[config.mk]
export PLATFORM = sky130hd
export DESIGN_NAME = bunch_strobe_seq
export DESIGN_NICKNAME = d
export VERILOG_FILES = /design/src/rtl/bunch_strobe_seq.sv
export SDC_FILE = /design/constraint.sdc
export NUM_CORES = 1
export LEC_CHECK = 0
export ABC_AREA = 1
export CORE_MARGIN = 5
export CORE_UTILIZATION = 49
export CTS_CLUSTER_SIZE = 14
export DETAILED_ROUTE_END_ITERATION = 12
export PLACE_DENSITY_LB_ADDON = 0.08
export SETUP_SLACK_MARGIN = 0.3
export SLEW_MARGIN = 40
export SYNTH_ARGS = -nofsm -noshare
export SYNTH_HDL_FRONTEND = slang
export SYNTH_SLANG_ARGS = --single-unit
[constraint.sdc]
create_clock -name clk -period 6.6 [get_ports clk]
set_clock_uncertainty 0.05 [all_clocks]
set_input_delay 0.99 -clock clk [delete_from_list [all_inputs] [get_ports clk]]
set_output_delay 0.99 -clock clk [all_outputs]
set_load 0.05 [all_outputs]
[src/rtl/bunch_strobe_seq.sv]
// bunch_strobe_seq: generates a train of bunch strobes inside each store
// window. Bunch b is active for S_b <= k < S_b + no_samples, where
// S_b = b1_strobe + b*sample_spacing and k is the saturating sample index.
// All outputs are registered.
// Optional feature macro: BUNCH_STROBE_SEQ_LUTCOND_EN. When it is defined,
// lut_cond pulses at k = b2_strobe + 1 + m*sample_spacing. Otherwise lut_cond
// is tied low.
module bunch_strobe_seq #(
  parameter int CNT_W = 8,
  parameter int NB_W  = 3,
  parameter int NS_W  = 4
) (
  input  logic             clk,
  input  logic             rst,
  input  logic             store_strb,
  input  logic [CNT_W-1:0] b1_strobe,
  input  logic [CNT_W-1:0] b2_strobe,
  input  logic [NB_W-1:0]  no_bunches,
  input  logic [NS_W-1:0]  no_samples,
  input  logic [CNT_W-1:0] sample_spacing,
  output logic             bunch_strb,
  output logic [NB_W-1:0]  bunch_idx,
  output logic             bunch_first,
  output logic             train_done,
  output logic             cfg_err,
  output logic             lut_cond
);

  // Positions are one bit wider than CNT_W+NB_W so that S_b + no_samples
  // never wraps. A position beyond the counter range is simply never reached.
  localparam int POS_W = CNT_W + NB_W + 1;
  localparam logic [CNT_W-1:0] K_MAX = '1;

  localparam logic [2:0] ST_IDLE = 3'd0;
  localparam logic [2:0] ST_WAIT = 3'd1;
  localparam logic [2:0] ST_HIGH = 3'd2;
  localparam logic [2:0] ST_DONE = 3'd3;
  localparam logic [2:0] ST_ERR  = 3'd4;

  function automatic logic [CNT_W-1:0] sat_inc(input logic [CNT_W-1:0] v);
    return (v == K_MAX) ? v : v + CNT_W'(1);
  endfunction

  function automatic logic [POS_W-1:0] to_pos(input logic [CNT_W-1:0] v);
    return POS_W'(v);
  endfunction

  logic [2:0]       state_q, state_n;
  logic [CNT_W-1:0] k_q, k_n;
  logic [NB_W-1:0]  bidx_n;
  logic [POS_W-1:0] s_q, s_n;
  logic [NB_W-1:0]  nb_q;
  logic [NS_W-1:0]  ns_q;
  logic [CNT_W-1:0] sp_q;
  logic             strb_n, first_n, done_n, err_n, lut_n;

  // Config is sampled on the first window edge and held for the rest of it.
  logic             first_edge;
  logic [NB_W-1:0]  cfg_nb;
  logic [NS_W-1:0]  cfg_ns;
  logic [CNT_W-1:0] cfg_sp;
  logic             cfg_bad;

  assign first_edge = (state_q == ST_IDLE);
  assign cfg_nb     = first_edge ? no_bunches     : nb_q;
  assign cfg_ns     = first_edge ? no_samples     : ns_q;
  assign cfg_sp     = first_edge ? sample_spacing : sp_q;
  assign cfg_bad    = (no_samples == '0) ||
                      ((no_bunches > NB_W'(1)) &&
                       (POS_W'(sample_spacing) < POS_W'(no_samples)));

  // Sequencer next state: evaluates the bunch windows at the new sample index.
  always_comb begin
    state_n = state_q;
    k_n     = k_q;
    bidx_n  = bunch_idx;
    s_n     = s_q;
    strb_n  = 1'b0;
    first_n = 1'b0;
    if (!store_strb) begin
      state_n = ST_IDLE;
      k_n     = '0;
      bidx_n  = '0;
    end else begin
      if (first_edge) begin
        k_n    = '0;
        bidx_n = '0;
        s_n    = to_pos(b1_strobe);
        if (cfg_bad)
          state_n = ST_ERR;
        else if (no_bunches == '0)
          state_n = ST_DONE;
        else
          state_n = ST_WAIT;
      end else begin
        k_n = sat_inc(k_q);
      end
      case (state_n)
        ST_WAIT: begin
          if (to_pos(k_n) == s_n) begin
            state_n = ST_HIGH;
            strb_n  = 1'b1;
            first_n = 1'b1;
          end
        end
        ST_HIGH: begin
          if (to_pos(k_n) == s_n + POS_W'(cfg_ns)) begin
            if (bidx_n == cfg_nb - NB_W'(1)) begin
              state_n = ST_DONE;
            end else begin
              bidx_n = bidx_n + NB_W'(1);
              s_n    = s_n + POS_W'(cfg_sp);
              // spacing == width: the next bunch starts on this same sample
              if (to_pos(k_n) == s_n) begin
                strb_n  = 1'b1;
                first_n = 1'b1;
              end else begin
                state_n = ST_WAIT;
              end
            end
          end else begin
            strb_n = 1'b1;
          end
        end
        default: ;
      endcase
    end
    done_n = store_strb && (state_n == ST_DONE);
    err_n  = store_strb && (state_n == ST_ERR);
  end

`ifdef BUNCH_STROBE_SEQ_LUTCOND_EN
  logic [POS_W-1:0] l_q, l_n;
  logic [NB_W-1:0]  m_q, m_n;
  logic [NB_W-1:0]  lut_cnt;

  // LUT strobe tracker: next reference position and how many have fired.
  always_comb begin
    l_n     = l_q;
    m_n     = m_q;
    lut_n   = 1'b0;
    lut_cnt = (cfg_nb == '0) ? NB_W'(1) : cfg_nb;
    if (store_strb) begin
      if (first_edge) begin
        l_n = to_pos(b2_strobe) + POS_W'(1);
        m_n = '0;
      end
      if (state_n != ST_ERR) begin
        // A saturated index repeats the same k, so the strobe just holds.
        if (!first_edge && (k_q == K_MAX)) begin
          lut_n = lut_cond;
        end else if ((to_pos(k_n) == l_n) && (m_n < lut_cnt)) begin
          lut_n = 1'b1;
          l_n   = l_n + POS_W'(cfg_sp);
          m_n   = m_n + NB_W'(1);
        end
      end
    end
  end

  // LUT tracker position registers.
  always_ff @(posedge clk) begin
    l_q <= l_n;
    m_q <= m_n;
  end
`else
  logic unused_b2;
  assign unused_b2 = ^b2_strobe;
  assign lut_n     = 1'b0;
`endif

  // Config latch and bunch start position, captured without reset.
  always_ff @(posedge clk) begin
    if (store_strb && first_edge) begin
      nb_q <= no_bunches;
      ns_q <= no_samples;
      sp_q <= sample_spacing;
    end
    s_q <= s_n;
  end

  // Control state and registered outputs.
  always_ff @(posedge clk or posedge rst) begin
    if (rst) begin
      state_q     <= ST_IDLE;
      k_q         <= '0;
      bunch_strb  <= 1'b0;
      bunch_idx   <= '0;
      bunch_first <= 1'b0;
      train_done  <= 1'b0;
      cfg_err     <= 1'b0;
      lut_cond    <= 1'b0;
    end else begin
      state_q     <= state_n;
      k_q         <= k_n;
      bunch_strb  <= strb_n;
      bunch_idx   <= bidx_n;
      bunch_first <= first_n;
      train_done  <= done_n;
      cfg_err     <= err_n;
      lut_cond    <= lut_n;
    end
  end

endmodule
Word-level counts from Yosys, hierarchy flattened
Cells that the tools add are included.
W data, S select, Z words.
{"block": "word_totals", "ff_bits": 45, "in_bits": 34, "output_inout_bits": 8, "wordCells": 72}
{"block": "classes", "add_sub_neg": 5, "order_cmp": 2, "n_eq_ne": 9, "n_mux": 37, "reduce_logical": 8}
{"cell": "$mux W12", "count": 5}
{"cell": "$mux W3", "count": 15}
{"cell": "$mux W8", "count": 5}
{"cell": "$eq A8 B12 Y1", "count": 3}
{"cell": "$add A12 B4 Y12", "count": 1}
{"cell": "$add A12 B8 Y12", "count": 1}
{"cell": "$add A8 B1 Y8 const B", "count": 1}
{"cell": "$eq A8 B8 Y1 const B", "count": 1}
{"cell": "$lt A8 B4 Y1", "count": 1}
{"cell": "$mux W1", "count": 7}
{"cell": "$eq A3 B2 Y1 const B", "count": 2}
{"cell": "$logic_not A3 Y1", "count": 2}
{"cell": "$pmux W3 S2", "count": 1}
{"cell": "$logic_and A1 B1 Y1", "count": 4}
{"cell": "$logic_not A4 Y1", "count": 1}
{"cell": "$mux W4", "count": 1}
{"cell": "$pmux W1 S2", "count": 2}
{"cell": "$add A3 B1 Y3 const B", "count": 1}
{"cell": "$eq A3 B1 Y1 const B", "count": 1}
{"cell": "$eq A3 B3 Y1", "count": 1}
{"cell": "$eq A3 B3 Y1 const B", "count": 1}
{"cell": "$gt A3 B1 Y1 const B", "count": 1}
{"cell": "$sub A3 B1 Y3 const B", "count": 1}
{"cell": "$mux W2", "count": 1}
{"cell": "$logic_or A1 B1 Y1", "count": 1}

Depth between registers and ports, before layout
{"block": "logic_depth", "depth_word": 13, "ltp_mapped": 29, "mapped_depth_nobuf": 25}

Worst setup path after synthesis
Ideal clock, no wire load.
{"block": "synth_timing", "path_kind": "register to register", "start": "reg state_q[0]", "end": "reg s_q[7] (data pin)", "setup_ns": 0.265, "arrival_ns": 3.442, "t_required_ns": 6.285, "slack_ns": 2.843, "path_stages_with_launch": 25, "path_buffers": 6, "synth_period_minus_slack_ns": 3.757, "path_cell_list": "dfrtp_1 nor2_8 nand2_8 buf_12 buf_12 buf_8 buf_6 clkbuf_1 o21ai_0 ha_1 inv_1 fa_1 inv_1 nand4_1 nand2_2 nand2_1 nand2_1 nand4_1 nor2_1 nand2_1 nor2_4 nand2_4 buf_6 a21oi_1 a21oi_1"}
{"block": "synth_via", "elab_chain_cells": 7, "elab_cells_between_ends": 21, "classes_between": "add/sub: 3; eq/ne: 3; mux: 14; reduce/logical: 1"}
{"element": "start, declared", "line_no": "48", "rtl": "logic [2:0] state_q, state_n;"}
{"element": "start signal, assigned", "line_no": "194", "rtl": "state_q <= state_n;"}
{"element": "$logic_not A3 Y1", "line_no": "64", "rtl": "assign first_edge = (state_q == ST_IDLE);"}
{"element": "$mux W12, or another cell as far along", "line_no": "85", "rtl": "if (first_edge) begin"}
{"element": "$mux W12, or another cell as far along", "line_no": "80", "rtl": "if (!store_strb) begin"}
{"element": "$add A12 B4 Y12, or another cell as far along", "line_no": "107", "rtl": "if (to_pos(k_n) == s_n + POS_W'(cfg_ns)) begin"}
{"element": "$eq A8 B12 Y1 / $mux W12 (equally long branches)", "line_no": "107, 108"}
{"element": "$mux W12", "line_no": "107"}
{"element": "$mux W12 *", "line_no": "98", "rtl": "case (state_n)"}
{"element": "end signal, assigned", "line_no": "179", "rtl": "s_q <= s_n;"}
{"element": "end, declared", "line_no": "51", "rtl": "logic [POS_W-1:0] s_q, s_n;"}
Every way passes the cells marked *; elsewhere a longest branch is shown, timed or not. The select of a mux whose other input is x is not followed.
A chain may end at the register's enable or synchronous reset.

Worst setup path in the final report
{"block": "layout_timing", "start": "reg state_q[1]", "end": "reg s_q[6] (data pin)"}
The elaborated chain is that of the path after synthesis.

==> impl_metrics.yaml <==
clock_tree:
  h-tree-depth: 2
  insertion_delay_ns: 0.31
  cts-root-buf: "clkbuf_8"
  numCtsBuffers: 5
  clock_path_buffers: 2
  cts_tree: "built"
  cts_setup_buffers: 0
  post_cts_resized: 0
  hold_buffers: 0
  cts.clk_slew.worst_paths_ns: 0.10
  cts.sinks: 45
yosys:
  synth_top_family_by_area: "simple AND/OR/NAND/NOR gates"
  synth-seq-cells: 45
  netlist_instances: 576
  synth_adder_area_share_pct: 5.998
  ys_seq_area_share_pct: 31.49
  synthesis.area_sq_um: 4005
  async_flop_share_pct: 40.00
  synth-xor-area-share_pct: 2.624
  synth_compound_area_share_pct: 9.216
  syn_area_per_cell_sq_um: 6.953
  synthDistinctLibCells: 50
  synth_edf_count: 27
  yosys.area_share.simple_pct: 39.21
  ys.flop_type: "edfxtp_1"
  syn-num-nets: 628
  synth_mux_area_share_pct: 0.4998
  yosys_warnings: 0
layout:
  drive_gt1_share_pct: 8.703
  final_core_util_pct: 55.66
  final_nets: 660
  stdcell_count: 714
  diodes: 0
  syn_to_final_growth_pct: 12.46
timing:
  max_freq_mhz: 228.6
  finalHoldViolCount: 0
  finalMaxSlewViolations: 0
  slew_headroom_pct: 52.63
  setup_viol: 0
  period_share_pct: 66.28
  fin_tns_setup_ns: 0
  rsz0062_at_grt: "no"
  worst_pin_slew_ns: 0.7062
  timing.hold.ws_ns: 0.5902
  fin_crit_ns: 4.375
setup_path:
  crit_path_max_fanout: 52
  crit_type: "flip-flop to flip-flop"
  worst_ep_required_time_ns: 6.61
  end_kind: "flip-flop"
  crit_arrival_ns: 4.38
  crit_path_start_kind: "flip-flop"
place:
  port_buffers: 32
  hpwl_um: 7894
  gp_congestion: 0.8723
  dpl.cell_count: 706
power:
  p_per_area_nw_per_um2: 378.3
  p_leak_nw: 2.240
  worst_ir_drop_vdd_uv: 162.6
global_routing:
  antenna_found_initial: 0
  grt_overflow: 0
  grt_pass1_wl_um: 16740
  grt_pass1_vias: 3564
  gr-usage-all-layers_pct: 20.99
  grt_start_max_net_pins: 53
detailed_routing:
  detailroute.via_count: 3658
  ant_nets: 0
  wl_per_cell_um: 14.04
  drc: 0
  first_pass_iters: 4
  vias_per_cell: 5.123
  drt_iter0_drc: 221
  routed_wl_um: 10020
floorplanning:
  fp-row-count: 33
  start_util_pct: 49.49
  die_y_um: 100.4
  die_w_um: 100.4
  die-area_sq_um: 10080
  coreArea_sq_um: 8093
  ios: 42
min_path:
  hp-class: "flip-flop to flip-flop"
job:
  cap_violations: 0
run_status:
  outcome: "finished clean"
==> cell type report <==
type | instances | area, sq um
fillers | 835 | 3588
multi-input cells | 434 | 2308
flip-flops and latches | 45 | 1261
repair buffers | 35 | 342.8
inverters | 87 | 326.6
well taps | 105 | 131.4
clock buffers | 5 | 68.82
clock inverters | 3 | 65.06
==> sequential cells by signal (all words and copies together), names as in the netlist <==
signal and count:
bunch_strb 1, k_q 8, state_q 3, ns_q 4
sp_q 8, bunch_idx 3, train_done 1, s_q 12
cfg_err 1, bunch_first 1, nb_q 3
==> cell usage in the layout, fill, tap and decap left out, types with 2 or more instances in the layout <==
cell type / instances
a21oi_1: 21
a31oi_1: 3
buf_4: 3
bufinv_16: 2
clkbuf_8: 5
clkdlybuf4s50_1: 32
dfrtp_1: 18
edfxtp_1: 27
fa_1: 2
ha_1: 16
inv_1: 76
inv_2: 10
mux2i_1: 2
nand2_1: 173
nand2_2: 9
nand2_4: 2
nand3_1: 56
nand3_2: 3
nand3b_1: 7
nand4_1: 16
nor2_1: 57
nor2_2: 2
nor2_4: 2
nor3_1: 6
nor4_1: 2
o21a_1: 2
o21ai_0: 13
o21ai_1: 5
o21ai_2: 3
o21ai_4: 3
or2_2: 2
xnor2_1: 7
xor2_1: 5
==> power by group <==
part	total, W	internal (W)	switching, W
clock	0.000255	0.000151	0.000105
sequential	0.000368	0.000348	0.0000202
combinational	0.00108	0.000365	0.000715
total	0.00170	0.000864	0.000840
==> Yosys cell counts, drive strengths merged (5+ instances only) <==
cell type	count	area, sq um
xor2	5	43.79
nor3	7	40.04
a21oi	22	113.9
nor2	62	269.0
nand2	185	748.2
xnor2	7	61.31
buf	8	101.3
edfxtp	27	810.8
nand4	16	100.1
o21ai	24	165.2
ha	16	200.2
nand3b	7	52.55
inv	87	326.6
nand3	59	310.3
dfrtp	18	450.4
==> routing by layer <==
metal / GRT usage (%) / up-vias / share of wire (%)
met5: 0 / - / 0
met4: 5.803 / 0 / 1.5
met3: 2.988 / 8 / 4.4
met2: 34.05 / 73 / 46
met1: 29.29 / 1647 / 48
li1: - / 1930 / -
==> through the flow <==
stage | worst slack [ns] | power [W] | cell area (sq um)
CTS | 2.241 | 0.001709 | 4504
global route | 1.842 | 0.001882 | 4504
finish | 2.225 | 0.001704 | 4504
floorplan | 2.843 | 0.001250 | 4005
detailed placement | 2.100 | 0.001447 | 4370
global placement | 2.177 | 0.001429 | 4370
==> worst max-delay path, cell delays in order (launching register included) <==
cell     delay (ns)
dfrtp_1        0.49
nor2_8         0.22
nand2_8        0.26
inv_2          0.35
or2_2          0.17
o21a_1         0.24
inv_1          0.14
fa_1           0.46
inv_1          0.09
nand4_1        0.20
nand2_2        0.19
nand2_1        0.07
nand2_1        0.07
nand4_1        0.10
nor2_1         0.13
nand2_1        0.15
nor2_4         0.16
nand2_4        0.21
a21oi_1        0.27
a21oi_1        0.08
==> path summary, 6_finish.rpt <==
path | startpoint | end | slack (ns) | depth (start not counted)
max | state_q[1] | s_q[6] | 2.23 | 19
min | bunch_idx[0] | bunch_idx[0] | 0.59 | 2
max reg2reg | state_q[1] | s_q[6] | 2.23 | 19
min reg2reg | bunch_idx[0] | bunch_idx[0] | 0.59 | 2
max in group asynchronous | rst | k_q[4] | 5.19 | 2
min in group asynchronous | rst | bunch_first | 0.95 | 2
==> cells by family (layout without fill, tap and decap cells) <==
kind of cell | after synthesis | in the layout
other | 1 | 1
AOI/OAI and AO/OA | 58 | 58
xor gates and xnor gates | 12 | 12
muxes | 2 | 2
adders and majority gates | 18 | 18
and+or+nand+nor | 343 | 343
DFF | 45 | 45
buffers and inverters | 97 | 130
Power figures use the tool's default switching activity.
